`config.mk`:
```
export PLATFORM = sky130hd
export DESIGN_NAME = angle_sequencer
export DESIGN_NICKNAME = d
export VERILOG_FILES = /design/src/rtl/angle_pkg.sv /design/src/rtl/angle_axis.sv /design/src/rtl/angle_sequencer.sv
export SDC_FILE = /design/constraint.sdc
export NUM_CORES = 1
export LEC_CHECK = 0
export BUFFER_PORTS_ARGS = -buffer_cell sky130_fd_sc_hd__buf_2
export CAP_MARGIN = 10
export CORE_UTILIZATION = 54
export CTS_BUF_LIST = sky130_fd_sc_hd__clkbuf_4
export DETAILED_ROUTE_END_ITERATION = 8
export GPL_TIMING_DRIVEN = 0
export PLACE_DENSITY = 0.76
export SYNTH_ARGS = -nofsm -noshare
export SYNTH_HDL_FRONTEND = slang
export SYNTH_SLANG_ARGS = --single-unit
```
`constraint.sdc`:
```
create_clock -name Clk -period 11.1 [get_ports Clk]
set_input_delay 0.555 -clock Clk [delete_from_list [all_inputs] [get_ports Clk]]
set_output_delay 0.555 -clock Clk [all_outputs]
set_load 0.01 [all_outputs]
```
`src/rtl/angle_pkg.sv`:
```
// Shared types and 4.8 fixed-point defaults for the angle sequencer.
package angle_pkg;

    typedef enum logic [1:0] {
        ST_IDLE = 2'd0,
        ST_RUN  = 2'd1,
        ST_STEP = 2'd2
    } state_e;

    typedef enum logic {
        WRAP   = 1'b0,
        BOUNCE = 1'b1
    } mode_e;

    localparam int          DEF_INT_BITS   = 4;
    localparam int          DEF_FRAC_BITS  = 8;
    localparam logic [11:0] DEF_TWO_PI     = 12'h648;
    localparam logic [11:0] DEF_INIT_ANGLE = 12'h00a;
    localparam logic [11:0] DEF_INIT_STEP  = 12'h00a;

endpackage

```
`src/rtl/angle_axis.sv`:
```
// One rotation channel: angle/step registers plus wrap (and, with
// ANGLE_BOUNCE_EN defined, ping-pong) advance arithmetic.
module angle_axis
    import angle_pkg::*;
#(
    parameter int           W          = 12,
    parameter logic [W-1:0] TWO_PI     = DEF_TWO_PI,
    parameter logic [W-1:0] INIT_ANGLE = DEF_INIT_ANGLE,
    parameter logic [W-1:0] INIT_STEP  = DEF_INIT_STEP
) (
    input  logic         Clk,
    input  logic         Reset,
    input  logic         adv,
    input  logic         cfg_we,
    input  logic [W-1:0] cfg_step,
    input  logic         cfg_mode,
    output logic [W-1:0] angle,
    output logic         wrap_pulse
);

    logic [W-1:0] step_q;
    logic [W:0]   nxt;   // {reversal/wrap flag, next angle}

    // One modulus subtraction, then clamp: covers steps at or beyond TWO_PI.
    function automatic logic [W:0] wrap_next(input logic [W-1:0] a, input logic [W-1:0] s);
        logic [W:0] sum;
        logic [W:0] red;
        sum = {1'b0, a} + {1'b0, s};
        if (sum >= {1'b0, TWO_PI}) begin
            red = sum - {1'b0, TWO_PI};
            if (red >= {1'b0, TWO_PI})
                red = {1'b0, TWO_PI - W'(1)};
            return {1'b1, red[W-1:0]};
        end
        return {1'b0, sum[W-1:0]};
    endfunction

`ifdef ANGLE_BOUNCE_EN
    mode_e mode_q;
    logic  dir_dn;
    logic  nxt_dir;

    function automatic logic [W:0] bounce_up(input logic [W-1:0] a, input logic [W-1:0] s);
        logic [W:0] sum;
        sum = {1'b0, a} + {1'b0, s};
        if (sum >= {1'b0, TWO_PI})
            return {1'b1, TWO_PI - W'(1)};
        return {1'b0, sum[W-1:0]};
    endfunction

    function automatic logic [W:0] bounce_dn(input logic [W-1:0] a, input logic [W-1:0] s);
        if (a < s)
            return {1'b1, {W{1'b0}}};
        return {1'b0, a - s};
    endfunction

    always_comb begin
        nxt     = wrap_next(angle, step_q);
        nxt_dir = 1'b0;
        if (mode_q == BOUNCE) begin
            nxt     = dir_dn ? bounce_dn(angle, step_q) : bounce_up(angle, step_q);
            nxt_dir = dir_dn ^ nxt[W];
        end
    end
`else
    logic unused_mode;
    assign unused_mode = cfg_mode;

    always_comb nxt = wrap_next(angle, step_q);
`endif

    // p1: registered angle and pulse, visible the cycle after the strobe
    always_ff @(posedge Clk) begin
        if (Reset) begin
            angle      <= INIT_ANGLE;
            step_q     <= INIT_STEP;
            wrap_pulse <= 1'b0;
`ifdef ANGLE_BOUNCE_EN
            mode_q     <= WRAP;
            dir_dn     <= 1'b0;
`endif
        end else begin
            wrap_pulse <= adv & nxt[W];
            if (adv)
                angle <= nxt[W-1:0];
            if (cfg_we)
                step_q <= cfg_step;
`ifdef ANGLE_BOUNCE_EN
            if (cfg_we) begin
                mode_q <= mode_e'(cfg_mode);
                dir_dn <= 1'b0;
            end else if (adv) begin
                dir_dn <= nxt_dir;
            end
`endif
        end
    end

endmodule

```
`src/rtl/angle_sequencer.sv`:
```
// Frame-locked multi-channel rotation angle sequencer (IDLE/RUN/STEP).
// Define ANGLE_BOUNCE_EN to enable per-channel ping-pong mode.
module angle_sequencer
    import angle_pkg::*;
#(
    parameter int N_CH      = 3,
    parameter int INT_BITS  = DEF_INT_BITS,
    parameter int FRAC_BITS = DEF_FRAC_BITS,
    parameter logic [INT_BITS+FRAC_BITS-1:0] TWO_PI     = DEF_TWO_PI,
    parameter logic [INT_BITS+FRAC_BITS-1:0] INIT_ANGLE = DEF_INIT_ANGLE,
    parameter logic [INT_BITS+FRAC_BITS-1:0] INIT_STEP  = DEF_INIT_STEP
) (
    input  logic                                  Clk,
    input  logic                                  Reset,
    input  logic                                  frame_clk_rising_edge,
    input  logic                                  cmd_start,
    input  logic                                  cmd_stop,
    input  logic                                  cmd_step,
    input  logic                                  cfg_valid,
    output logic                                  cfg_ready,
    input  logic [$clog2(N_CH)-1:0]               cfg_ch,
    input  logic [INT_BITS+FRAC_BITS-1:0]         cfg_step,
    input  logic                                  cfg_mode,
    output logic [N_CH*(INT_BITS+FRAC_BITS)-1:0]  theta,
    output logic [N_CH-1:0]                       wrap_pulse,
    output logic                                  theta_valid,
    output logic                                  busy
);

    localparam int W = INT_BITS + FRAC_BITS;

    localparam logic [1:0] IDLE = ST_IDLE;
    localparam logic [1:0] RUN  = ST_RUN;
    localparam logic [1:0] STEP = ST_STEP;

    logic [1:0] state;
    logic [1:0] state_nxt;
    logic       adv_p0;
    logic       cfg_acc;
    logic       vld_p1;

    // A stop on the strobe cycle wins, so no advance leaks out of RUN/STEP.
    always_comb begin
        state_nxt = state;
        adv_p0    = 1'b0;
        case (state)
            IDLE: begin
                if (!cmd_stop) begin
                    if (cmd_start)
                        state_nxt = RUN;
                    else if (cmd_step)
                        state_nxt = STEP;
                end
            end
            RUN: begin
                if (cmd_stop)
                    state_nxt = IDLE;
                else
                    adv_p0 = frame_clk_rising_edge;
            end
            STEP: begin
                if (cmd_stop) begin
                    state_nxt = IDLE;
                end else if (frame_clk_rising_edge) begin
                    adv_p0    = 1'b1;
                    state_nxt = IDLE;
                end
            end
            default: state_nxt = IDLE;
        endcase
    end

    // Config is held off on strobe cycles so it never races an advance.
    assign cfg_ready = !(frame_clk_rising_edge && (state == RUN || state == STEP));
    assign cfg_acc   = cfg_valid && cfg_ready && (int'(cfg_ch) < N_CH);
    assign busy      = (state != IDLE);

    // p1: state and valid register
    always_ff @(posedge Clk) begin
        if (Reset) begin
            state  <= IDLE;
            vld_p1 <= 1'b0;
        end else begin
            state  <= state_nxt;
            vld_p1 <= adv_p0;
        end
    end

    assign theta_valid = vld_p1;

    for (genvar c = 0; c < N_CH; c++) begin : g_axis
        angle_axis #(
            .W          (W),
            .TWO_PI     (TWO_PI),
            .INIT_ANGLE (INIT_ANGLE),
            .INIT_STEP  (INIT_STEP)
        ) u_axis (
            .Clk        (Clk),
            .Reset      (Reset),
            .adv        (adv_p0),
            .cfg_we     (cfg_acc && (int'(cfg_ch) == c)),
            .cfg_step   (cfg_step),
            .cfg_mode   (cfg_mode),
            .angle      (theta[c*W +: W]),
            .wrap_pulse (wrap_pulse[c])
        );
    end

endmodule

```
==> results_dict.tcl <==
set metrics [dict create \
    cp-end-kind "register" \
    critical_path_required_ps 11440 \
    die_area_um2 11700 \
    busiest_layer "met2" \
    synth-edff-count 0 \
    clock-root-buffer "clkbuf_4" \
    p_int_w 0.000471 \
    leakagePower_nw 3.04 \
    dr.pass1.iters 5 \
    setup.worst_path.end "g_axis[1].u_axis.angle[6]$_SDFFE_PP0P_" \
    grtUsageTotal_pct 29.9 \
    use_met2_pct 51.1 \
    dp_cells 967 \
    syn-cell-area_um2 6070 \
    layout-drive-gt1-share_pct 13.5 \
    gp_congestion 0.941 \
    fmax_mhz 227 \
    synth_seq_area_share_pct 25.7 \
    drv_cap 0 \
    yosysMostFrequentCell "dfxtp_1" \
    rsz0062_at_grt "no" \
    use_met1_pct 37.7 \
    period_minus_slack_ps 4400 \
    ys_top_cells_by_count "dfxtp_1, a21oi_1, nand2_1" \
    grt_pass1_wl_mm 27.4 \
    grt_overflow 0 \
    ys.flop_type "dfxtp_1" \
    tightest_slew_ps 897 \
    fin_skew_ps 27.1 \
    fin_setup_tns_ps 0 \
    drt_first_iter_violations 436 \
    hold_path.class "input port to register" \
    drtAntennaViolNets 0 \
    ys_top_cells_by_area "dfxtp_1, ha_1, a21oi_1" \
    clock_latency_ps 450 \
    avgSynthCellArea_um2 7.94 \
    cts_resized 0 \
    synthArstFlopShare_pct 0 \
    die_y_um 108 \
    drc 0 \
    setup-violations-final 0 \
    antenna_found_initial 1 \
    final_nets 908 \
    yosysTopAreaCell "dfxtp_1" \
    r2r_start "g_axis[1].u_axis.step_q[0]$_SDFFE_PP0P_" \
    critical_path_class "register to register" \
    cts_max_level 3 \
    swShare_pct 37.8 \
    final_cells 984 \
    totalWireLength_mm 17.2 \
    vias 6061 \
    slew_headroom_pct 40.0 \
    critPathMaxFanout 10 \
    clkSinkCount 78 \
    pwr-share-comb_pct 35.5 \
    grt_start_max_net_pins 15 \
    grtUsageMet3_pct 3.38 \
    grt_pass1_vias 5700 \
    drv_slew 0 \
    power.share.clock_pct 24.1 \
    layout_setup_ws_ps 6700 \
    core_um2 10900 \
    viasPerCell 6.16 \
    cp_data_arrival_time_ps 4740 \
    area_growth_syn_to_layout_pct 10.4 \
    ioPinCount 64 \
    ir_drop_mv 0.0592 \
    synth_cell_types 85 \
    clockBufferDepth 2 \
    fp-row-count 38 \
    power.share.sequential_pct 40.3 \
    whs_path_depth 3 \
    p_per_area_nw_per_um2 113 \
    tritoncts "yes" \
    syn_nets 835 \
    die_w_um 108 \
    postSynthCellCount 765 \
    cp-start-kind "register" \
    power.switching_w 0.000287 \
    cts.clk_slew.worst_paths_ps 150 \
    rrSetupSlack_ps 6700 \
    wl_per_cell_um 17.5 \
    dp_hpwl_mm 13.4 \
    reg2reg_to "g_axis[1].u_axis.angle[6]$_SDFFE_PP0P_" \
    yosysTopAreaCellShare_pct 25.7 \
    hold_viol 0 \
    holdBufCountCts 0 \
    ys_seq_elements 78 \
    fillers 979 \
    numPortBuffers 62 \
    cp-startpoint "g_axis[1].u_axis.step_q[0]$_SDFFE_PP0P_" \
    reg2regPathDepth 18 \
    yosysWarnings 0 \
    cts_buffers 9 \
    min_period_over_period_pct 39.6 \
    status "finished, final reports clean" \
    postCtsSetupBuffers 0 \
    initial_core_util_pct 55.8 \
    pre_cts_ws_ps 6750 \
]
==> critical path: stages (launching register included) <==
cell and delay [ps]:
dfxtp_1 400, ha_1 190, inv_1 60, fa_1 440, nor2b_1 140, o21a_1 130
nor2_1 50, xor2_1 250, ha_1 310, inv_1 130, o41ai_1 260, a31oi_1 70
o211ai_1 230, a31oi_1 220, a2111oi_0 560, o2111ai_2 340, o21ai_1 280, a211o_1 140
o211ai_1 90
==> power groups by stage <==
stage / Combinational [W] / Sequential [W] / Clock (W)
after CTS: 0.000266 / 0.000306 / 0.000183
after floorplan: 0.000196 / 0.000312 / 0
after global routing: 0.000296 / 0.000308 / 0.000197
final: 0.000269 / 0.000306 / 0.000183
after detailed placement: 0.000264 / 0.000312 / 0
after global placement: 0.000255 / 0.000311 / 0
==> kinds of logic after synthesis <==
logic type	count (synthesis)	synth area share [%]
and+or+nand+nor	258	21.5
AOI/OAI and AO/OA	254	29.0
DFF	78	25.7
buffers and inverters	70	4.57
adders and majority gates	48	10.3
xor gates and xnor gates	31	4.59
muxes	26	4.29
==> routing by layer <==
layer / up-vias / share of wire [%]
li1: 2996 / -
met1: 2836 / 44
met2: 195 / 47
met3: 34 / 4.9
met4: 0 / 3.3
met5: - / 0
==> layout make-up <==
class / count / area, um^2 / area share [%]
inverter: 38 / 143 / 2.13
timing repair buffer: 62 / 310 / 4.63
clock buffer: 10 / 75.1 / 1.12
buffer: 32 / 135 / 2.01
clock inverter: 6 / 70.1 / 1.04
tap: 140 / 175 / 2.61
multi-input combinational: 617 / 4230 / 63.1
antenna: 1 / 2.50 / 0.0373
sequential: 78 / 1560 / 23.3
==> placed cells by master, fill, tap and decap left out, types with 6 or more instances in the layout <==
master,n
and3_1,9
o21ai_0,43
or2_2,6
a31oi_1,9
nand2_1,65
dfxtp_1,78
o31a_1,6
buf_2,65
nor2_1,64
nand3_1,20
a21o_1,8
a211oi_1,10
o21a_1,15
ha_1,45
nor4_1,7
xnor2_1,21
nand2b_1,11
clkbuf_4,10
nand4_1,6
o211ai_1,16
inv_1,37
nor3_1,19
clkbuf_1,23
nor2b_1,6
and2_1,7
a211o_1,7
o211a_1,6
a21oi_1,66
or3_1,12
xor2_1,9
mux2i_1,26
o21ai_1,6
==> sequential cells by signal (all words and copies together), names as in the netlist <==
signal / count
g_axis.u_axis.angle: 36
g_axis.u_axis.step_q: 36
g_axis.u_axis.wrap_pulse: 3
state: 2
theta_valid: 1
==> per-stage QoR <==
step | util [%] | hold WS [ps] | total power [W] | area (um^2)
6_report | 61.6 | 376 | 0.000758 | 6710
3_5_place_dp | 60.2 | 463 | 0.000576 | 6560
4_1_cts | 61.6 | 366 | 0.000755 | 6700
2_1_floorplan | - | 440 | 0.000508 | 6070
5_1_grt | 61.6 | 362 | 0.000800 | 6710
3_3_place_gp | 60.2 | 455 | 0.000566 | 6560
==> worst min-delay path by stage <==
| stage | startpoint | end | slack, ps |
|---|---|---|---|
| after floorplan | g_axis[0].u_axis.step_q[0]$_SDFFE_PP0P_ | g_axis[0].u_axis.step_q[0]$_SDFFE_PP0P_ | 440 |
| after global placement | g_axis[0].u_axis.step_q[9]$_SDFFE_PP0P_ | g_axis[0].u_axis.step_q[9]$_SDFFE_PP0P_ | 460 |
| after detailed placement | g_axis[0].u_axis.step_q[8]$_SDFFE_PP0P_ | g_axis[0].u_axis.step_q[8]$_SDFFE_PP0P_ | 460 |
| after CTS | cfg_step[7] | g_axis[0].u_axis.step_q[7]$_SDFFE_PP0P_ | 370 |
| after global routing | cfg_step[0] | g_axis[0].u_axis.step_q[0]$_SDFFE_PP0P_ | 360 |
| final | cfg_step[8] | g_axis[0].u_axis.step_q[8]$_SDFFE_PP0P_ | 380 |
(Power assumes the default switching activity.)
